==> src/rtl/bcd2bin_arb_pkg.sv <==
// Shared definitions for the bcd2bin arbiter: FSM encoding, datapath widths
// and a helper for sizing requester indices.
package bcd2bin_arb_pkg;

    localparam int BCD_W = 4;
    localparam int BIN_W = 7;
    localparam logic [BCD_W-1:0] BCD_MAX = 4'd9;

    localparam logic [1:0] ST_IDLE  = 2'd0;
    localparam logic [1:0] ST_ISSUE = 2'd1;
    localparam logic [1:0] ST_WAIT  = 2'd2;
    localparam logic [1:0] ST_RESP  = 2'd3;

    function automatic int idx_w(input int n);
        return (n <= 2) ? 1 : $clog2(n);
    endfunction

    function automatic logic bcd_bad(input logic [BCD_W-1:0] d);
        return d > BCD_MAX;
    endfunction

endpackage

==> src/rtl/bcd2bin_rr_pick.sv <==
// Combinational round-robin picker: first set request at or above ptr,
// wrapping around to index 0.
module bcd2bin_rr_pick
    import bcd2bin_arb_pkg::*;
#(
    parameter int NUM_REQ = 4,
    parameter int IDX_W   = idx_w(NUM_REQ)
) (
    input  logic [NUM_REQ-1:0] req_vec,
    input  logic [IDX_W-1:0]   ptr,
    output logic [IDX_W-1:0]   gnt_idx,
    output logic               any_vld
);

    int idx;

    // Scan from farthest to nearest so the nearest candidate overwrites last.
    always_comb begin
        gnt_idx = '0;
        any_vld = 1'b0;
        idx     = 0;
        for (int k = NUM_REQ - 1; k >= 0; k--) begin
            idx = (int'(ptr) + k) % NUM_REQ;
            if (req_vec[IDX_W'(idx)]) begin
                gnt_idx = IDX_W'(idx);
                any_vld = 1'b1;
            end
        end
    end

endmodule

==> src/rtl/bcd2bin_arbiter.sv <==
// Round-robin front end sharing one bcd2bin engine among NUM_REQ requesters.
// Optional result self-check enabled by defining BCD2BIN_ARB_CHECK_EN.
module bcd2bin_arbiter
    import bcd2bin_arb_pkg::*;
#(
    parameter int NUM_REQ        = 4,
    parameter int TIMEOUT_CYCLES = 64
) (
    input  logic                     clk,
    input  logic                     rst_n,
    input  logic [NUM_REQ-1:0]       req_valid,
    output logic [NUM_REQ-1:0]       req_ready,
    input  logic [BCD_W*NUM_REQ-1:0] req_bcd1,
    input  logic [BCD_W*NUM_REQ-1:0] req_bcd0,
    output logic [NUM_REQ-1:0]       rsp_valid,
    input  logic [NUM_REQ-1:0]       rsp_ready,
    output logic [BIN_W-1:0]         rsp_bin,
    output logic                     rsp_err,
    output logic                     eng_start,
    output logic [BCD_W-1:0]         eng_bcd1,
    output logic [BCD_W-1:0]         eng_bcd0,
    input  logic                     eng_ready,
    input  logic                     eng_done_tick,
    input  logic [BIN_W-1:0]         eng_bin,
`ifdef BCD2BIN_ARB_CHECK_EN
    output logic [7:0]               chk_mismatch_cnt,
`endif
    output logic                     busy
);

    localparam int IDX_W = idx_w(NUM_REQ);
    localparam int TMO_W = $clog2(TIMEOUT_CYCLES);
    localparam logic [TMO_W-1:0]   TMO_LAST = TMO_W'(TIMEOUT_CYCLES - 1);
    localparam logic [NUM_REQ-1:0] ONE      = NUM_REQ'(1);

    logic [1:0]       state;
    logic [IDX_W-1:0] ptr;
    logic [IDX_W-1:0] gnt;
    logic [IDX_W-1:0] pick_idx;
    logic             pick_any;
    logic             grant;
    logic [BCD_W-1:0] pick_bcd1;
    logic [BCD_W-1:0] pick_bcd0;
    logic [BCD_W-1:0] bcd1_q;
    logic [BCD_W-1:0] bcd0_q;
    logic [BIN_W-1:0] bin_q;
    logic             err_q;
    logic [TMO_W-1:0] tmo_cnt;
    logic             result_ok;

    bcd2bin_rr_pick #(
        .NUM_REQ (NUM_REQ),
        .IDX_W   (IDX_W)
    ) u_pick (
        .req_vec (req_valid),
        .ptr     (ptr),
        .gnt_idx (pick_idx),
        .any_vld (pick_any)
    );

    assign grant     = (state == ST_IDLE) && eng_ready && pick_any;
    assign pick_bcd1 = req_bcd1[BCD_W*pick_idx +: BCD_W];
    assign pick_bcd0 = req_bcd0[BCD_W*pick_idx +: BCD_W];

    // req_ready is combinational from IDLE, so it is masked while reset is held.
    assign req_ready = (grant && rst_n) ? (ONE << pick_idx) : '0;
    assign rsp_valid = (state == ST_RESP) ? (ONE << gnt) : '0;
    assign rsp_bin   = bin_q;
    assign rsp_err   = err_q;
    assign eng_start = (state == ST_ISSUE);
    assign eng_bcd1  = bcd1_q;
    assign eng_bcd0  = bcd0_q;
    assign busy      = (state != ST_IDLE);

`ifdef BCD2BIN_ARB_CHECK_EN
    logic [BIN_W-1:0] expect_bin;
    assign expect_bin = BIN_W'(bcd1_q) * BIN_W'(10) + BIN_W'(bcd0_q);
    assign result_ok  = (eng_bin == expect_bin);
`else
    assign result_ok  = 1'b1;
`endif

    always_ff @(posedge clk or negedge rst_n) begin
        if (!rst_n) begin
            state   <= ST_IDLE;
            ptr     <= '0;
            gnt     <= '0;
            bcd1_q  <= '0;
            bcd0_q  <= '0;
            bin_q   <= '0;
            err_q   <= 1'b0;
            tmo_cnt <= '0;
`ifdef BCD2BIN_ARB_CHECK_EN
            chk_mismatch_cnt <= '0;
`endif
        end else begin
            case (state)
                ST_IDLE: begin
                    if (grant) begin
                        gnt    <= pick_idx;
                        bcd1_q <= pick_bcd1;
                        bcd0_q <= pick_bcd0;
                        ptr    <= (int'(pick_idx) == NUM_REQ - 1) ? '0 : pick_idx + 1'b1;
                        if (bcd_bad(pick_bcd1) || bcd_bad(pick_bcd0)) begin
                            bin_q <= '0;
                            err_q <= 1'b1;
                            state <= ST_RESP;
                        end else begin
                            state <= ST_ISSUE;
                        end
                    end
                end
                ST_ISSUE: begin
                    tmo_cnt <= '0;
                    state   <= ST_WAIT;
                end
                ST_WAIT: begin
                    // A done_tick coinciding with the last timeout cycle still counts as a result.
                    if (eng_done_tick) begin
                        bin_q <= eng_bin;
                        err_q <= !result_ok;
                        state <= ST_RESP;
`ifdef BCD2BIN_ARB_CHECK_EN
                        if (!result_ok && chk_mismatch_cnt != 8'hFF)
                            chk_mismatch_cnt <= chk_mismatch_cnt + 8'd1;
`endif
                    end else if (tmo_cnt == TMO_LAST) begin
                        bin_q <= '0;
                        err_q <= 1'b1;
                        state <= ST_RESP;
                    end else begin
                        tmo_cnt <= tmo_cnt + 1'b1;
                    end
                end
                default: begin
                    if (rsp_ready[gnt])
                        state <= ST_IDLE;
                end
            endcase
        end
    end

endmodule

==> config.mk <==
export PLATFORM = sky130hd
export DESIGN_NAME = bcd2bin_arbiter
export DESIGN_NICKNAME = d
export VERILOG_FILES = /design/src/rtl/bcd2bin_arb_pkg.sv /design/src/rtl/bcd2bin_rr_pick.sv /design/src/rtl/bcd2bin_arbiter.sv
export SDC_FILE = /design/constraint.sdc
export NUM_CORES = 1
export LEC_CHECK = 0
export ABC_AREA = 1
export CORE_UTILIZATION = 62
export DETAILED_ROUTE_END_ITERATION = 7
export DONT_BUFFER_PORTS = 1
export PLACE_DENSITY = 0.76
export SETUP_SLACK_MARGIN = 0.15
export SLEW_MARGIN = 15
export SYNTH_ARGS = -nofsm -noshare
export SYNTH_HDL_FRONTEND = slang
export SYNTH_SLANG_ARGS = --single-unit
export TNS_END_PERCENT = 1
==> constraint.sdc <==
create_clock -name clk -period 2.68 [get_ports clk]
set_input_delay 0.536 -clock clk [delete_from_list [all_inputs] [get_ports clk]]
set_output_delay 0.536 -clock clk [all_outputs]
set_load 0.05 [all_outputs]
# --- Word-level counts from Yosys, hierarchy flattened ---
# Index checks and enable logic that the tools add are counted.
totals:
  reg_bits: 28
  input_bits: 51
  out_inout_bits: 26
op_classes:
  addsub: 5
  magnitude_cmp: 7
  n_eq_ne: 10
  shifts: 4
  muxes: 44
  reduce_logical: 13
ops:
  columns: ["op", "count"]
  rows:
  - ["16-bit by 5-bit indexed part select with 4-bit output", 2]
  - ["7-bit 2-to-1 mux", 4]
  - ["2-bit 2-to-1 mux", 10]
  - ["1-bit 2-to-1 mux", 17]
  - ["2-bit by 4-bit less-than comparator with 1-bit output, second input constant", 4]
  - ["7-bit one-hot mux with 2 select lines", 1]
  - ["6-bit 2-to-1 mux", 2]
  - ["6-bit one-hot mux with 2 select lines", 1]
  - ["1-bit binary-select mux with 2-bit select", 5]
  - ["4-bit > comparator, second input constant", 2]
  - ["4-bit 2-to-1 mux", 2]
  - ["1-bit by 2-bit << shifter with 4-bit output, first input constant", 2]
  - ["6-bit by 1-bit adder with 6-bit output, second input constant", 1]
  - ["6-bit equality test, second input constant", 1]
  - ["2-bit inequality test, second input constant", 3]
  - ["2-bit one-hot mux with 3 select lines", 1]
  - ["3-bit AND reduction", 2]
  - ["2-bit nonzero test", 3]
  - ["2-bit by 1-bit adder with 2-bit output, second input constant", 2]
  - ["2-bit adder, second input constant", 2]
  - ["2-bit by 1-bit equality test with 1-bit output, second input constant", 2]
  - ["2-bit equality test, second input constant", 2]
  - ["4-bit AND reduction", 1]
  - ["4-bit nonzero test", 1]
  - ["8 further kinds", 10]

# --- Logic depth before layout (Yosys ltp) ---
# Gate-level depths: netlist (run 1).
depth:
  depth_word: 14
  depth_mapped: 21
  ltp_nobuf: 21

# --- Cells and area by module ---
# A second synthesis (run 1) with hierarchy kept.
unflattened:
  hier_cells: 295
  hier_area_um2: 2021.9
by_module_without_submodules:
  columns: ["mod", "n_inst", "cells_each", "area_per_inst_um2", "seq_area_each_um2"]
  rows:
  - ["bcd2bin_arbiter", 1, 251, 1806.7, 700.7]
  - ["bcd2bin_rr_pick", 1, 44, 215.2, 0.0]

# --- Worst setup path after synthesis (run 1) ---
# No wires, ideal clock.
synth_timing:
  kind: "reg2out"
  start: "register ptr[0]"
  end: "output req_ready[0]"
  t_arrival_ns: 2.218
  setup_slack_ns: -0.074
  path_stages_with_launch: 14
  cell_sequence: "dfrtp_1 inv_4 nand2_1 nand2_2 nand2_2 nand2_4 nor2_2 nor2_1 nand2_4 nand2_8 buf_8 ha_1 inv_1 nor2_1"
synth_via:
  elab_chain_cells: 11
  word_cells_on_any_way: 27
  cone_classes: "add/sub: 3; shift: 1; mux: 21; reduce/logical: 2"
synth_rtl:
  columns: ["element", "line_no", "text"]
  rows:
  - ["start: declaration", "bcd2bin_arbiter.sv:37", "logic [IDX_W-1:0] ptr;"]
  - ["start signal: assignment", "bcd2bin_arbiter.sv:103", "ptr <= (int'(pick_idx) == NUM_REQ - 1) ? '0 : pick_idx + 1'b1;"]
  - ["2-bit adder", "bcd2bin_rr_pick.sv:23", "idx = (int'(ptr) + k) % NUM_REQ;"]
  - ["1-bit binary-select mux with 2-bit select", "bcd2bin_rr_pick.sv:24", "if (req_vec[IDX_W'(idx)]) begin"]
  - ["1-bit 2-to-1 mux (implied by the code) (2 in a row)", "bcd2bin_rr_pick.sv:24", null]
  - ["1-bit 2-to-1 mux (4 in a row)", "bcd2bin_rr_pick.sv:24", null]
  - ["1-bit logical AND", "bcd2bin_arbiter.sv:61", "assign grant = (state == ST_IDLE) && eng_ready && pick_any;"]
  - ["1-bit logical AND", "bcd2bin_arbiter.sv:66", "assign req_ready = (grant && rst_n) ? (ONE << pick_idx) : '0;"]
  - ["4-bit 2-to-1 mux *", "bcd2bin_arbiter.sv:66", null]
  - ["end: declaration", "bcd2bin_arbiter.sv:12", "output logic [NUM_REQ-1:0] req_ready,"]
# Every way passes the cells marked *; elsewhere a longest branch is shown, timed or not. The select of a mux whose other input is x is not followed.

# --- Worst setup path in the final report (run 1) ---
# Ends and elaborated chain as after synthesis.

==> results of run 1 <==
cell families after synthesis:
family,after synthesis,share of synthesized area (%)
buffers and inverters,45,9.26
adders and majority gates,9,5.38
DFF,28,33.5
AOI/OAI and AO/OA,32,9.56
and+or+nand+nor,180,42.3
state kept, by name (all words and copies together), names as in the netlist:
register and cells:
eng_bcd0 4, eng_bcd1 4, gnt 2, ptr 2, rsp_bin 7, rsp_err 1, state 2, tmo_cnt 6
worst max-delay path, cell delays in order, from the launching register on:
cell	delay [ns]
dfrtp_2	0.48
clkinv_4	0.16
nand2_2	0.10
nand2_2	0.07
nand2_4	0.10
nand2_4	0.09
clkinv_4	0.08
nand2_4	0.06
o21ai_4	0.26
ha_2	0.23
inv_2	0.04
nor2_4	0.10
buf_12	0.14
layout by cell type (no fill, tap or decap), types with 3 or more instances in the layout:
cell / instances
dfrtp_1: 26
a21oi_1: 6
ha_1: 5
a31oi_1: 4
inv_2: 5
nand2_4: 15
inv_1: 30
clkbuf_4: 3
nand2_1: 59
nor3_1: 6
nand3_2: 8
o21bai_1: 3
buf_4: 29
nand3_1: 29
and3_1: 3
buf_12: 4
nor2_1: 23
nand2_2: 27
buf_6: 4
o21ai_0: 12
nor2_4: 5
stage by stage:
step | worst slack (ns) | utilization [%] | TNS [ns] | hold slack, ns | instances
floorplan | -0.0106 | - | -0.0106 | 0.240 | 294
global placement | 0.202 | 72.0 | 0 | 0.241 | 346
detailed placement | 0.132 | 72.0 | 0 | 0.241 | 346
CTS | 0.0443 | 83.9 | 0 | 0.405 | 373
global route | -0.266 | 86.8 | -1.60 | 0.410 | 376
finish | -0.129 | 86.8 | -0.475 | 0.408 | 376
final cells by class:
| type | instances | area share, % |
|---|---|---|
| Clock buffer | 4 | 1.34 |
| Inverter | 40 | 6.36 |
| Multi-Input combinational cell | 222 | 51.4 |
| Sequential cell | 28 | 25.9 |
| Tap cell | 44 | 2.03 |
| Timing Repair Buffer | 38 | 13.0 |
layer usage:
layer	vias to the layer above	track usage (%)	part of all wire, %	routed length, um
li1	1018	-	-	-
met3	50	9.31	10	714
met2	203	62.5	48	3420
met5	-	0	0	0
met4	0	18.6	7.1	502
met1	1068	41.3	34	2420
Yosys cell counts:
master,n,share of area [%]
buf_8,1,0.72
nor2_2,2,0.60
clkinv_2,1,0.24
nand3_1,32,7.7
a31oi_1,5,1.5
dfrtp_1,28,33
o31ai_1,2,0.72
nand3_2,5,2.4
inv_1,35,6.3
inv_2,2,0.36
nand2_4,4,2.2
ha_1,9,5.4
nor3_1,6,1.4
nand2_1,75,13
inv_4,2,0.60
o21ai_2,1,0.42
a22oi_1,1,0.36
clkbuf_1,3,0.54
o21bai_1,3,1.1
nor3b_1,1,0.36
nand2_8,1,0.96
o21ai_4,1,0.78
buf_6,1,0.54
a21oi_1,6,1.4
and3_1,3,0.90
nand4_1,1,0.30
nor2_1,28,5.0
nand3_4,1,0.84
o21ai_0,12,2.9
a311oi_1,1,0.42
nand2_2,21,6.3
repair_timing:
action,CTS,global route
cloned,1,0
hold endpoints to repair,28,0
gates resized for setup,45,17
endpoints found under the setup margin,4,13
hold buffers,2,0
pin swaps,22,10
setup buffers,20,3
final timing paths:
path | from | end | slack, ns | cells past startpoint
min | eng_bin[3] | rsp_bin[3]$_DFFE_PN0P_ | 0.41 | 4
max in group asynchronous | rst_n | rsp_bin[1]$_DFFE_PN0P_ | 1.89 | 2
min in group asynchronous | rst_n | ptr[1]$_DFFE_PN0P_ | 0.61 | 2
min reg2reg | tmo_cnt[5]$_DFFE_PN0P_ | tmo_cnt[5]$_DFFE_PN0P_ | 0.61 | 2
max reg2reg | ptr[0]$_DFFE_PN0P_ | rsp_bin[6]$_DFFE_PN0P_ | 0.02 | 19
max | ptr[0]$_DFFE_PN0P_ | req_ready[0] | -0.13 | 12
==> run_results.csv, run 1 <==
group,metric,value,unit
outcome,outcome,"complete, but fails checks",
outcome,violations,"negative setup slack",
route,wire_per_inst,18.8,um
synth,synth_cells,294,
cts,cts_max_level,1,
finish,antenna_cells,0,
setup_path,cp-end-kind,"primary output",
finish,nFillCells,180,
setup_path,critical_path.startpoint_type,"register",
place,gp_congestion,0.762,
place,dp_hpwl,3650,um
setup_path,crit_fanout,8,
timing,slew_violations,0,
job,maxCapViolCount,0,
setup_path,worstSetupPathType,"register to primary output",
timing,slew_headroom,60.8,%
finish,multiInputGateArea,1400,um2
floorplanning,core_area,3130,um2
synth,synth_area,2090,um2
cts,clock_sinks,28,
global_route,grt_pass1_wl,9630,um
finish,design_area,2720,um2
floorplanning,num_io_pins,77,
route,vias,2339,
synth,yosysSeqAreaShare,33.5,%
setup_path,required,2.14,ns
cts,path_clk_slew,0.16,ns
cts,insertion_delay,0.34,ns
route,drc,0,
place,placed_area,2250,um2
timing,tightest_slew,0.583,ns
finish,drive_above_1_share,35.8,%
cts,cts_made_buffers,3,
cts,cts_buffer_depth,2,
global_route,grt_max_degree,29,
floorplanning,die-area,3610,um2
route,drtIter0Drc,314,
route,route.final.wire_length,7070,um
route,vias_per_cell,6.22,
timing,fmax,356,MHz
global_route,overflow,0,
synth,synth_cell_types,31,
finish,syn_to_final_growth,29.8,%
worst_hold_path,hold_path_class,"primary input to register",
timing,finalCritPeriodShare,105,%
synth,postSynthAreaPerCell,7.12,um2
timing,worst_slack,-0.129,ns
timing,min_period,2.81,ns
cts,cts_root_buffer,"clkbuf_4",
setup_path,crit_arrival,2.27,ns
timing,finClkSkew,0.0133,ns
place,io_buffers,0,
floorplanning,initial_core_util,66.9,%
floorplanning,die_h,60.1,um
synth,synth_warnings,0,
cts,cts_tree,"built",
global_route,grt_pass1_vias,2117,
timing,grt_setup_unrepaired,"yes",
timing,hold_viol_final,0,
global_route,track_usage,36.4,%
timing,setup_viol,4,
synth,synth_seq_cells,28,
global_route,antenna_found_initial,0,
finish,regArea,703,um2
synth,syn_nets,354,
floorplanning,fp.dieW,60.1,um
finish,fin_nets,393,
route,postRouteAntennaNets,0,
floorplanning,rows,20,
route,dr.pass1.iters,5,
Power of run 1 is not shown: default switching activity piles up to over one toggle a cycle in this logic, so the estimate is an artifact.
==> inputs of run 2 (changes only) <==
==> constraint.sdc (replaced) <==
create_clock -name clk -period 3.6 [get_ports clk]
set_input_delay 0.72 -clock clk [delete_from_list [all_inputs] [get_ports clk]]
set_output_delay 0.72 -clock clk [all_outputs]
set_load 0.05 [all_outputs]
==> run_results.csv, run 2 (synthesis gave the netlist of run 1 again) <==
group,metric,value,unit
cts,cts_tree,"built",
floorplanning,rows,20,
global_route,grt_max_degree,30,
timing,slew_headroom,64.3,%
route,wire_per_inst,12.1,um
finish,final_common_cell,"nand2_1",
job,maxCapViolCount,0,
setup_path,worstSetupPathType,"register to primary output",
place,io_buffers,0,
global_route,overflow,0,
global_route,use_met2,40.0,%
global_route,antenna_found_initial,0,
timing,slew_violations,0,
finish,final_util,70.4,%
finish,drive_above_1_share,17.6,%
timing,grt_setup_unrepaired,"no",
floorplanning,core_area,3130,um2
place,placed_area,2180,um2
finish,final_cells,345,
outcome,outcome,"finished, final reports clean",
setup_path,crit_fanout,20,
cts,cts_max_level,1,
finish,fin_nets,363,
floorplanning,initial_core_util,66.9,%
timing,setup_viol,0,
global_route,grt_pass1_wl,6870,um
cts,clock_sinks,28,
worst_hold_path,hold_path_class,"primary input to asynchronous set/reset pin",
route,dr.pass1.iters,4,
global_route,grt_util_met1,34.3,%
route,drtIter0Drc,120,
route,postRouteAntennaNets,0,
cts,cts_made_buffers,3,
timing,hold_viol_final,0,
cts,cts_root_buffer,"clkbuf_4",
cts,cts_buffer_depth,2,
floorplanning,die_h,60.1,um
timing,finClkSkew,0.00685,ns
route,vias,1839,
floorplanning,die-area,3610,um2
timing,tightest_slew,0.535,ns
timing,min_period,3.13,ns
setup_path,required,2.88,ns
route,vias_per_cell,5.33,
finish,antenna_cells,0,
route,route.final.wire_length,4160,um
cts,cts_resized,0,
cts,path_clk_slew,0.14,ns
finish,syn_to_final_growth,5.14,%
global_route,grt_pass1_vias,1560,
floorplanning,fp.dieW,60.1,um
place,dp_hpwl,3200,um
place,placedCellCount,342,
cts,ctsHoldBuffers,0,
place,gp_congestion,0.791,
finish,design_area,2200,um2
global_route,grt_util_met3,6.06,%
setup_path,critical_path.startpoint_type,"register",
timing,finalCritPeriodShare,87.1,%
setup_path,crit_arrival,2.41,ns
timing,fmax,319,MHz
cts,insertion_delay,0.32,ns
route,drc,0,
timing,tns,0,ns
global_route,track_usage,24.9,%
finish,layout_common_cells,"nand2_1, inv_1, nand3_1",
cts,cts_setup_buffers,0,
global_route,grt_busiest_layer,"met2",
floorplanning,num_io_pins,77,
finish,largest_reg_flops,7,
setup_path,cp-end-kind,"primary output",
-- run 2: metal layers --
| layer | routed length [um] | up-vias |
|---|---|---|
| li1 | - | 958 |
| met4 | 41 | 0 |
| met5 | 0 | - |
| met3 | 276 | 4 |
| met2 | 1890 | 51 |
| met1 | 1950 | 826 |
-- run 2: layout make-up --
class                   instances  area [um2]
clock buffers                   3        22.5
fillers                       288         927
inverters                      40         156
multi-input cells             221        1200
flip-flops and latches         28         701
well taps                      44        55.1
repair buffers                  9        67.6
-- run 2: worst paths after layout --
path | from | endpoint | slack, ns | cells after the start
max | ptr[1]$_DFFE_PN0P_ | req_ready[3] | 0.47 | 15
min | rst_n | eng_bcd0[2]$_DFFE_PN0P_ | 0.07 | 0
max reg2reg | ptr[1]$_DFFE_PN0P_ | rsp_bin[1]$_DFFE_PN0P_ | 1.06 | 15
min reg2reg | state[1]$_DFFE_PN0P_ | state[1]$_DFFE_PN0P_ | 0.57 | 2
max in group asynchronous | rst_n | rsp_bin[6]$_DFFE_PN0P_ | 3.46 | 0
min in group clk | state[1]$_DFFE_PN0P_ | state[1]$_DFFE_PN0P_ | 0.57 | 2
-- run 2: through the flow --
stage	hold slack, ns	setup slack, ns
after floorplan	0.424	0.488
after global placement	0.425	0.743
after detailed placement	0.425	0.732
after CTS	0.0584	0.456
after global routing	0.0431	0.231
final	0.0671	0.466
-- run 2: worst max-delay path: stages (launching register included) --
cell and delay [ns]:
dfrtp_1 0.47, inv_1 0.19, nand2_1 0.07, nand2_1 0.10, nand2_2 0.07, nand2_4 0.08
clkinv_2 0.07, nand2_1 0.07, nand2_2 0.06, nand2_4 0.13, nand2_8 0.13, inv_4 0.13
ha_1 0.15, inv_1 0.04, nor2_1 0.10, buf_4 0.21
Power of run 2 is left out for the same reason.
==> RTL change: new RTL, flow settings as in run 1 <==
Set the package constant `BCD_W` to 6 (it was 4).
--- a/src/rtl/bcd2bin_arb_pkg.sv
+++ b/src/rtl/bcd2bin_arb_pkg.sv
@@ -2,7 +2,7 @@
 // and a helper for sizing requester indices.
 package bcd2bin_arb_pkg;
 
-    localparam int BCD_W = 4;
+    localparam int BCD_W = 6;
     localparam int BIN_W = 7;
     localparam logic [BCD_W-1:0] BCD_MAX = 4'd9;
 
Ports: changed (resized eng_bcd0, eng_bcd1, req_bcd0 and req_bcd1); port bits go from 77 to 97. The function was not compared with the original's and may differ.
==> RTL change against run 1 <==
- the run still ends with setup timing left
- design area increased by 7.1%
- setup slack gained 0.024 ns
- synthesized area rose by 12%
- clock skew is 0.0071 ns lower
- via count is 4.7% higher
- global-route usage fell by 4.3 points
- routed wire length is 1.4% lower
- sequential cell count increased by 4
- final cell count increased by 9.0%
- largest cell class unchanged
Power is left out: the tool's default activity adds up to more than one toggle a clock period on the data nets, which glitch-free logic cannot reach.
==> RTL change: results (changes against run 1) <==
# port buffers -> 0 (unchanged)
DPL Wire Length -> 4140 um (+13%)
Final hold slack -> 0.0650 ns (-0.343 ns)
Number of fill cells -> 210 (+17%)
Fin cells -> 410 (+9.0%)
Post-route setup slack -> -0.105 ns (+0.0240 ns)
Drt first pass iters -> 7 (+2)
Reg clk slew, reported paths -> 0.08 ns (-0.08 ns)
Crit path DAT -> 2.25 ns (-0.02 ns)
Wl on met1 -> 2740 um (+13%)
Synth top cells by count -> 96 x nand2_1, 52 x nand3_1, 36 x inv_1
Adder-cell share of the synthesized area -> 0.0534 (-0.000348)
Worst-Margin Slew -> 0.546 ns (-0.0364 ns)
Routed length per instance -> 17.0 um (-9.6%)
Clk_skew -> 0.00620 ns (-0.00708 ns)
Yosys warns -> 0 (unchanged)
Skew-Pair Late Insertion Delay -> 0.29 ns (-0.05 ns)
First-pass GRT wire length -> 10,200 um (+6.4%)
Register area -> 802 um^2 (+14%)
Worst hold path type -> in -> async
Register-to-Register Path Depth -> 18 (-1)
Layout cells sized above 1 -> 0.250 (-0.108)
Status -> complete, but fails checks
Cts bufs inserted -> 5 (+2)
Total GRT Usage -> 0.321 (-0.0433)
Reg2reg setup slack -> 0.03 ns
Area contributors post-synth -> dfrtp_1 34%, nand2_1 15%, nand3_1 11%
Vias per Instance -> 5.98 (-3.9%)
Xor and xnor fraction of the mapped netlist area -> 0 (unchanged)
Sequential share of the synthesized area -> 0.342 (+0.00734)
Placement Setup Slack -> 0.198 ns (+0.0661 ns)
Final #Nets -> 440 (+12%)
CP Max Fanout -> 7 (-1)
# placed instances -> 387 (+12%)
Routability cong. -> 0.831 (+9.1%)
DR WL met2 -> 3390 um (-0.93%)
CTS root buf -> clkbuf_8
Gate Count Post-Synth -> 334 (+14%)
Count of cell types in the netlist -> 33 (+6.5%)
Failing checks -> setup timing
H-Tree Depth -> 2 (+1)
Largest register FFs -> 7 (unchanged)
Met3 WL -> 578 um (-19%)
Synth Area in Compound Gates -> 0.0903 (-0.00531)
Iteration-0 DRC Markers -> 163 (-48%)
Vias in the first global route -> 2,325 (+9.8%)
R2R Path End -> rsp_err$_DFFE_PN0P_
Largest net degree at the start of global routing -> 33 (+14%)
Finish-stage setup viols -> 4 (unchanged)
Instance area at placement -> 0.00249 mm^2 (+11%)
Setup TNS -> -0.167 ns (+0.308 ns)
## RTL change: changes by cell type after synthesis, sizes merged, moves of 2 or more
| cell | run 1 | this run |
|---|---|---|
| nand3 | 38 | 55 |
| nand2 | 101 | 109 |
| buf | 2 | 7 |
| dfrtp | 28 | 32 |
| o21ai | 14 | 18 |
| a31oi | 5 | 2 |
| nand4 | 1 | 4 |
| o211ai | 0 | 3 |
| and3 | 3 | 1 |
| o21bai | 3 | 1 |
| o22ai | 0 | 2 |
| o31ai | 2 | 0 |
## RTL change: how the worst max path moves through the flow
| stage | endpoint | cells past startpoint | slack, ns | start |
|---|---|---|---|---|
| finish | req_ready[0] | 12 | -0.11 | ptr[0]$_DFFE_PN0P_ |
| floorplan | req_ready[0] | 12 | 0.04 | req_valid[1] |
| detailed placement | req_ready[3] | 13 | 0.20 | ptr[0]$_DFFE_PN0P_ |
| global route | req_ready[0] | 12 | -0.15 | ptr[0]$_DFFE_PN0P_ |
| global placement | req_ready[3] | 13 | 0.24 | ptr[0]$_DFFE_PN0P_ |
| CTS | req_ready[0] | 12 | 0.14 | ptr[0]$_DFFE_PN0P_ |
## RTL change: cell type report
type | count | share of cell area
clock buffer | 5 | 0.0237
clock inverter | 3 | 0.00817
inverter | 39 | 0.0551
multi-input combinational | 255 | 0.518
sequential | 32 | 0.276
tap | 46 | 0.0198
timing repair buffer | 30 | 0.0998
## RTL change: repair_timing
action / in CTS / in global routing
setup buffers: 11 / 2
hold endpoints to repair: 32 / 0
cloned: 0 / 1
resized for setup: 20 / 31
endpoints found under the setup margin: 4 / 13
pin swaps: 11 / 19
hold buffers: 1 / 0
## RTL change: metal layers
metal,track usage,vias up
met4,0.0909,0
met2,0.521,144
met5,0,-
met1,0.413,1125
li1,-,1150
met3,0.0906,31
